**config.mk**
```make
export PLATFORM = sky130hd
export DESIGN_NAME = trace_line_tx
export DESIGN_NICKNAME = d
export VERILOG_FILES = /design/src/rtl/trace_line_tx.sv
export SDC_FILE = /design/constraint.sdc
export NUM_CORES = 1
export LEC_CHECK = 0
export ABC_AREA = 0
export CAP_MARGIN = 20
export CELL_PAD_IN_SITES_DETAIL_PLACEMENT = 0
export CELL_PAD_IN_SITES_GLOBAL_PLACEMENT = 2
export CORE_ASPECT_RATIO = 1.4
export CORE_MARGIN = 2
export CORE_UTILIZATION = 34
export CTS_CLUSTER_SIZE = 25
export DETAILED_ROUTE_END_ITERATION = 10
export PLACE_DENSITY = 0.83
export SLEW_MARGIN = 25
export SYNTH_ARGS = -nofsm -noshare
export SYNTH_HDL_FRONTEND = slang
export SYNTH_SLANG_ARGS = --single-unit
```
**constraint.sdc**
```tcl
create_clock -name CLK -period 1.85 [get_ports CLK]
set_clock_uncertainty 0.1 [all_clocks]
set_input_delay 0.2775 -clock CLK [delete_from_list [all_inputs] [get_ports CLK]]
set_output_delay 0.2775 -clock CLK [all_outputs]
set_load 0.01 [all_outputs]
```
**src/rtl/trace_line_tx.sv**
```systemverilog
// Serialises one binary sample per line as ASCII "<NAME> <value>\n\n" over a
// valid/ready byte link; the value is converted to BCD by shift-add-3 first.
module trace_line_tx #(
  parameter int unsigned WIDTH    = 4,
  parameter logic [63:0] NAME     = "OUT",
  parameter int unsigned NAME_LEN = 3
) (
  input  logic             CLK,
  input  logic             RESET_N,
  input  logic [WIDTH-1:0] SAMPLE,
  input  logic             SAMPLE_VALID,
  output logic             SAMPLE_READY,
  output logic [7:0]       TX_DATA,
  output logic             TX_VALID,
  input  logic             TX_READY,
  output logic             BUSY
);

  function automatic int unsigned calc_digits(input int unsigned w);
    int unsigned v;
    int unsigned n;
    v = (32'd1 << w) - 32'd1;
    n = 1;
    while (v >= 10) begin
      v = v / 10;
      n = n + 1;
    end
    return n;
  endfunction

  localparam int unsigned DIGITS = calc_digits(WIDTH);
  localparam int unsigned BcdW   = 4 * DIGITS;
  localparam logic [4:0]  ConvLast = 5'(WIDTH - 1);
  localparam logic [4:0]  NameLast = 5'(NAME_LEN - 1);
  localparam logic [4:0]  DigLast  = 5'(DIGITS - 1);

  typedef enum logic [2:0] {StIdle, StConv, StName, StSp, StDig, StNl1, StNl2} state_e;

  state_e            state_q, state_d;
  logic [4:0]        idx_q, idx_d;
  logic [WIDTH-1:0]  bin_q, bin_d;
  logic [BcdW-1:0]   bcd_q, bcd_d, adj;
  logic [BcdW+WIDTH-1:0] dabble;
  logic              seen_q, seen_d;
  logic              xfer;
  logic [3:0]        cur;
  logic              blank;
  logic [2:0]        name_pos;

  assign xfer     = TX_VALID && TX_READY;
  assign cur      = bcd_q[BcdW-1 -: 4];
  // Leading zeros become spaces, but the units digit is always printed.
  assign blank    = (cur == 4'd0) && !seen_q && (idx_q != DigLast);
  assign name_pos = 3'(NAME_LEN - 1) - idx_q[2:0];

  always_ff @(posedge CLK or negedge RESET_N) begin
    if (!RESET_N) begin
      state_q <= StIdle;
    end else begin
      state_q <= state_d;
    end
  end

  always_comb begin
    state_d = state_q;
    case (state_q)
      StIdle:  if (SAMPLE_VALID) state_d = StConv;
      StConv:  if (idx_q == ConvLast) state_d = StName;
      StName:  if (xfer && idx_q == NameLast) state_d = StSp;
      StSp:    if (xfer) state_d = StDig;
      StDig:   if (xfer && idx_q == DigLast) state_d = StNl1;
      StNl1:   if (xfer) state_d = StNl2;
      StNl2:   if (xfer) state_d = StIdle;
      default: state_d = StIdle;
    endcase
  end

  always_comb begin
    SAMPLE_READY = (state_q == StIdle);
    BUSY         = (state_q != StIdle);
    TX_VALID     = 1'b0;
    TX_DATA      = 8'h00;
    case (state_q)
      StName: begin
        TX_VALID = 1'b1;
        TX_DATA  = NAME[{name_pos, 3'b000} +: 8];
      end
      StSp: begin
        TX_VALID = 1'b1;
        TX_DATA  = 8'h20;
      end
      StDig: begin
        TX_VALID = 1'b1;
        TX_DATA  = blank ? 8'h20 : {4'h3, cur};
      end
      StNl1, StNl2: begin
        TX_VALID = 1'b1;
        TX_DATA  = 8'h0A;
      end
      default: ;
    endcase
  end

  always_comb begin
    adj = bcd_q;
    for (int i = 0; i < int'(DIGITS); i++) begin
      if (bcd_q[4*i +: 4] >= 4'd5) adj[4*i +: 4] = bcd_q[4*i +: 4] + 4'd3;
    end
    dabble = {adj, bin_q} << 1;
  end

  always_comb begin
    idx_d  = idx_q;
    bin_d  = bin_q;
    bcd_d  = bcd_q;
    seen_d = seen_q;
    if (state_d != state_q) begin
      idx_d = 5'd0;
    end else if (state_q == StConv || ((state_q == StName || state_q == StDig) && xfer)) begin
      idx_d = idx_q + 5'd1;
    end
    case (state_q)
      StIdle: begin
        if (SAMPLE_VALID) begin
          bin_d  = SAMPLE;
          bcd_d  = '0;
          seen_d = 1'b0;
        end
      end
      StConv: {bcd_d, bin_d} = dabble;
      StDig: begin
        // Current digit is always the top nibble; shift the next one up.
        if (xfer) begin
          bcd_d  = bcd_q << 4;
          seen_d = seen_q || (cur != 4'd0);
        end
      end
      default: ;
    endcase
  end

  always_ff @(posedge CLK or negedge RESET_N) begin
    if (!RESET_N) begin
      idx_q  <= 5'd0;
      bin_q  <= '0;
      bcd_q  <= '0;
      seen_q <= 1'b0;
    end else begin
      idx_q  <= idx_d;
      bin_q  <= bin_d;
      bcd_q  <= bcd_d;
      seen_q <= seen_d;
    end
  end

endmodule

```
Word level (Yosys, flattened, before mapping)
Index checks and enable logic that the tools add are counted.
W data, S select, Z words.
- flip-flop bits (word level): 21
- bits of input ports: 8
- output and inout bits: 11
- word-level logic and storage cells: 71
- $add $sub $neg: 4
- $lt $le $gt $ge: 2
- equality and inequality tests: 13
- shift-type cells: 1
- muxes and demuxes: 23
- reduce and logical (&&, ||, !) cells: 23
- operators by type and width (operator ; count):
    $shiftx A64 B7 Y8 const A ; 1
    $pmux W8 S4 ; 1
    $mux W3 ; 8
    $pmux W8 S3 ; 1
    $pmux W3 S7 ; 1
    $mux W8 ; 2
    $mux W5 ; 3
    $eq A5 B2 Y1 const B ; 2
    $eq A3 B3 Y1 const B ; 3
    $ge A4 B3 Y1 const B ; 2
    $mux W4 ; 2
    $pmux W4 S2 ; 1
    $eq A3 B2 Y1 const B ; 2
    $logic_and A1 B1 Y1 ; 6
    $reduce_and A3 Y1 ; 2
    $reduce_bool A2 Y1 ; 3
    $reduce_bool A3 Y1 ; 2
    $add A5 B1 Y5 const B ; 1
    $eq A5 B1 Y1 const B ; 1
    $ne A5 B1 Y1 const B ; 1
    $reduce_or A5 Y1 ; 1
    $add A4 B2 Y4 const B ; 1
    $logic_not A4 Y1 ; 1
    $ne A2 B2 Y1 const B ; 2
    other kinds (12) ; 16

Longest topological paths before layout
- depth after elaboration: 9
- mapped depth: 7
- depth with buffers taken out: 7

Worst setup path before layout
Ideal clock, no wire load.
- path kind: flip-flop to output port
- start point: register idx_q[1]
- end point: output TX_DATA[0]
- data arrival time: 1.321 ns
- data required time: 1.472 ns
- setup slack: 0.151 ns
- stages on the path, launching flop included: 6
- path buffers: 0
- cell sequence: dfrtp_1 > inv_1 > ha_1 > and2_4 > o31a_1 > a22o_1
- cells in the longest elaborated chain, start to end: 4
- elaborated cells on any way between the ends: 6
- those cells by class: add/sub: 1; eq/ne: 1; shift: 1; mux: 2; reduce/logical: 1
- ends and longest elaborated chain (item ; line ; text):
    from (decl) ; 40 ; logic [4:0] idx_q, idx_d;
    from (signal assigned) ; 149 ; idx_q <= idx_d;
    parallel branches: the longest is 3 deep, another holds $sub A2 B3 Y3 ; n/a ;
    $pmux W8 S4 (*) ; 83 ; case (state_q)
    to (decl) ; 13 ; output logic [7:0] TX_DATA,
Mark *: on every way between the ends.

Final worst setup path
- start point: register idx_q[0]
- end point: output TX_DATA[0]
The elaborated chain is that of the path after synthesis.

==> impl_summary.log <==
[metrics] hold bufs inserted after CTS: 0
[metrics] # clock sinks: 21
[metrics] TritonCTS clock tree: built
[metrics] final routed wirelength across all metal layers: 4.01 mm
[metrics] area enclosed by the die boundary: 0.00528 mm²
[metrics] Switching Share: 0.453
[metrics] startpoint type of the worst setup path: register
[metrics] root buffer cell: clkbuf_8
[metrics] area leader, netlist: dfrtp_1
[metrics] clock-pin slew on the worst setup and hold paths: 0.08 ns
[metrics] simple logic cell fraction of the synthesized area: 0.191
[metrics] RSZ-0062 raised after global routing: true
[metrics] static leakage: 0.972 nW
[metrics] Arrival @ worst endpoint: 1.72 ns
[metrics] sequential cell area fraction in the yosys report: 0.328
[metrics] count of final max-slew check failures: 0
[metrics] number of flops mapped to enable cells by yosys: 0
[metrics] worst setup path class: reg2out
[metrics] most repeated cell in the gate-level netlist after synthesis: dfrtp_1
[metrics] failing checks: negative setup slack
[metrics] time the worst path needs with I/O delays and setup: about 2.1 ns
[metrics] clock group share of total power: 0.079
[metrics] IO Pins: 19
[metrics] total global routing overflow: 0
[metrics] GRT Overall Usage: 0.171
[metrics] post-synth net total: just under 200
[metrics] portion of netlist area occupied by mux cells: 0.0250
[metrics] H-tree depth: 1
[metrics] number of DRC violations after detailed-routing iteration 0: 56
[metrics] slowest cell on the critical path: dfrtp_1
[metrics] Design Power: between 0.003 and 0.004 W
[metrics] cells along the critical path: buf_6, ha_4, and2_4, o31a_1, a22o_1, buf_2
[metrics] number of nets in the finished design: 246
[metrics] n_diodes: 0
[metrics] top-area cell type share of the netlist area: 0.328
[metrics] CP max stage delay: 0.41 ns
[metrics] first drt pass iteration count: 4
[metrics] Synth warnings: 0
[metrics] status: finished, violations left
[metrics] post-synthesis share of cell area spent on xor and xnor gates: 0.0492
[metrics] gp weighted congestion: about 0.87
[metrics] Avg Inst Size Synth: 9.10 µm²
[metrics] Cell Pwr Density: between 1500 and 2000 mW/mm²
[metrics] highest clock frequency the design can meet: around 480 MHz
[metrics] Internal Dissipation: between 0.002 and 0.0025 W
[metrics] total half-perimeter wirelength after legalization and detailed placement: between 3 and 4 mm
[metrics] combinational cell fraction of total power: 0.722
[metrics] number of nets with antenna violations after detailed routing: 0
[metrics] VDD IR-drop max: between 0.8 and 0.9 mV
[metrics] number of design rule violations left after detail routing: 0
[metrics] Top delay family on crit path: compound AO/OA/AOI/OAI gates
[metrics] count of mapped cells out of synthesis: 176
[metrics] number of buffers created by CTS: 3
[metrics] number of buffer and inverter instances along the worst setup path: 2
[metrics] number of standard-cell rows in the floorplan: 29
[metrics] net switching power: 0.00181 W
[metrics] share of cells above drive strength 1: 0.363
[metrics] Post-Synthesis Cell Area: 0.00160 mm²
[metrics] number of global-route vias before repair: 1432
[metrics] ranking of synthesized cells by instance count: dfrtp_1 (21), nand2_1 (18), ha_1 (11), nor2_1 (11), inv_1 (10)
[metrics] Vert. Die Dim: 85.2 µm
[metrics] number of standard cells in the layout, taps in and fillers out: 288
[metrics] most instantiated flip-flop cell in the synthesis netlist: dfrtp_1
[metrics] Critical Path Fanout Max: 3
[metrics] share of async-settable or async-resettable flops after synthesis: 1.00
[metrics] critical path endpoint category: output port
[metrics] unique cell type count in the Yosys netlist: 48
[metrics] deepest clock path buffer count: 2
[metrics] compound-cell area share of the yosys netlist: 0.247
[metrics] initial antenna violation count: 0
[metrics] setup violators final: 5
[metrics] pin count of the biggest net entering global routing: 22
[metrics] detail-routed net length per standard cell: 13.9 µm
[metrics] # port buffers: 17
[metrics] proportion of power drawn by flip-flops and latches: 0.199
[metrics] required time at the endpoint of the critical path: between 1 and 1.5 ns
[metrics] fill count: 437
[metrics] total vias in the final route: 1441
[metrics] Placed Cells incl. Taps: 281
[metrics] least setup slack across all paths after layout: -0.245 ns
[metrics] max cap viols: 0
[metrics] Synth-to-Final Area Change: 38.1%
[metrics] insertion delay to the later sink of the worst-skew pair: about 0.26 ns
[metrics] period utilization: 1.13
[metrics] wire length of the first global-routing pass: 6.88 mm
[metrics] number of storage elements in the synthesis netlist: 21
[metrics] effective utilization at floorplan: 0.353
[metrics] path class of the lowest-slack min-delay path: in2async
[metrics] horizontal die dimension: 62.0 µm
[metrics] Synth Area in Adders: 0.0922
[metrics] number of hold violations in the final report: 0
[metrics] main combinational cell family by area after synthesis: compound AO/OA/AOI/OAI gates
[metrics] worst setup slack after placement: -0.351 ns
[metrics] Core Area: 0.00454 mm²
[metrics] most area-consuming cells after synthesis: dfrtp_1 (33%), ha_1 (8.6%), nand2_1 (4.2%)
[metrics] post-detailed-route via-to-cell ratio: between 5 and 6
[state kept, by name (all words and copies together), names as in the netlist]
name / flops
state_q: 3
idx_q: 5
bin_q: 4
bcd_q: 8
seen_q: 1
[power groups by stage]
stage          combinational [W]  clock (W)  sequential [W]
6_report                 0.00288   0.000316        0.000794
5_1_grt                  0.00318   0.000351        0.000815
4_1_cts                  0.00283   0.000322        0.000792
3_5_place_dp             0.00269          0        0.000823
3_3_place_gp             0.00264          0        0.000809
2_1_floorplan            0.00165          0        0.000783
[area by class of cell]
| class | instances | area (µm²) | share of cell area |
|---|---|---|---|
| tap | 62 | 77.6 | 0.0351 |
| clock buffer | 4 | 45.0 | 0.0204 |
| timing repair buffer | 56 | 452 | 0.204 |
| multi-input combinational | 135 | 1070 | 0.484 |
| sequential | 21 | 527 | 0.238 |
| inverter | 10 | 40.0 | 0.0181 |
[cells in the final DEF (no fill, tap or decap), types with 3 or more instances in the layout]
cell type | Yosys | layout
a21oi_1 | 7 | 6
a21oi_2 | 2 | 3
a22o_1 | 3 | 3
buf_2 | 5 | 6
buf_4 | 4 | 34
buf_6 | 1 | 4
clkbuf_8 | 0 | 3
clkdlybuf4s50_1 | 0 | 7
dfrtp_1 | 21 | 20
dlygate4sd2_1 | 0 | 3
ha_1 | 11 | 6
ha_4 | 0 | 4
inv_1 | 10 | 8
mux2i_1 | 4 | 4
nand2_1 | 18 | 18
nand2b_1 | 6 | 6
nor2_1 | 11 | 9
nor2_2 | 5 | 6
o21ai_0 | 8 | 8
o21ai_1 | 9 | 9
xnor2_1 | 5 | 5
xor2_1 | 4 | 4
[cells by family after synthesis]
kind of cell	Yosys count
and+or+nand+nor	57
AOI/OAI and AO/OA	52
DFF	21
buffers and inverters	20
adders and majority gates	12
xor gates and xnor gates	9
muxes	4
other	1
[final timing paths]
check	startpoint	to	slack, ns	depth (start not counted)
setup / recovery	idx_q[0]	TX_DATA[0]	-0.25	6
min in group CLK	bin_q[3]	bcd_q[0]	0.39	2
max in group asynchronous	RESET_N	state_q[0]	1.16	2
hold reg to reg	bin_q[3]	bcd_q[0]	0.39	2
setup reg to reg	idx_q[0]	idx_q[1]	0.02	9
hold / removal	RESET_N	idx_q[2]	0.25	2
[per-stage QoR]
step	hold WS [ns]	TNS [ns]	instance area (µm²)	util
after floorplan	-0.118	0	1600	-
after global placement	0.380	-1.82	2070	0.455
after detailed placement	0.375	-2.06	2070	0.455
after CTS	0.259	-0.766	2200	0.485
after global routing	0.276	-1.27	2210	0.488
final	0.252	-0.738	2210	0.488
[metal layers]
layer / global-route usage / share of wire / vias up
li1: - / - / 718
met1: 0.225 / 0.44 / 685
met2: 0.279 / 0.51 / 29
met3: 0.0137 / 0.025 / 9
met4: 0.0716 / 0.024 / 0
met5: 0 / 0 / -
[timing repair]
action                     in CTS  in global routing
setup endpoints to repair      10                 14
buffers inserted                3                  0
pin swaps                      10                  7
gates resized for setup        48                  8
(Power assumes the default switching activity.)
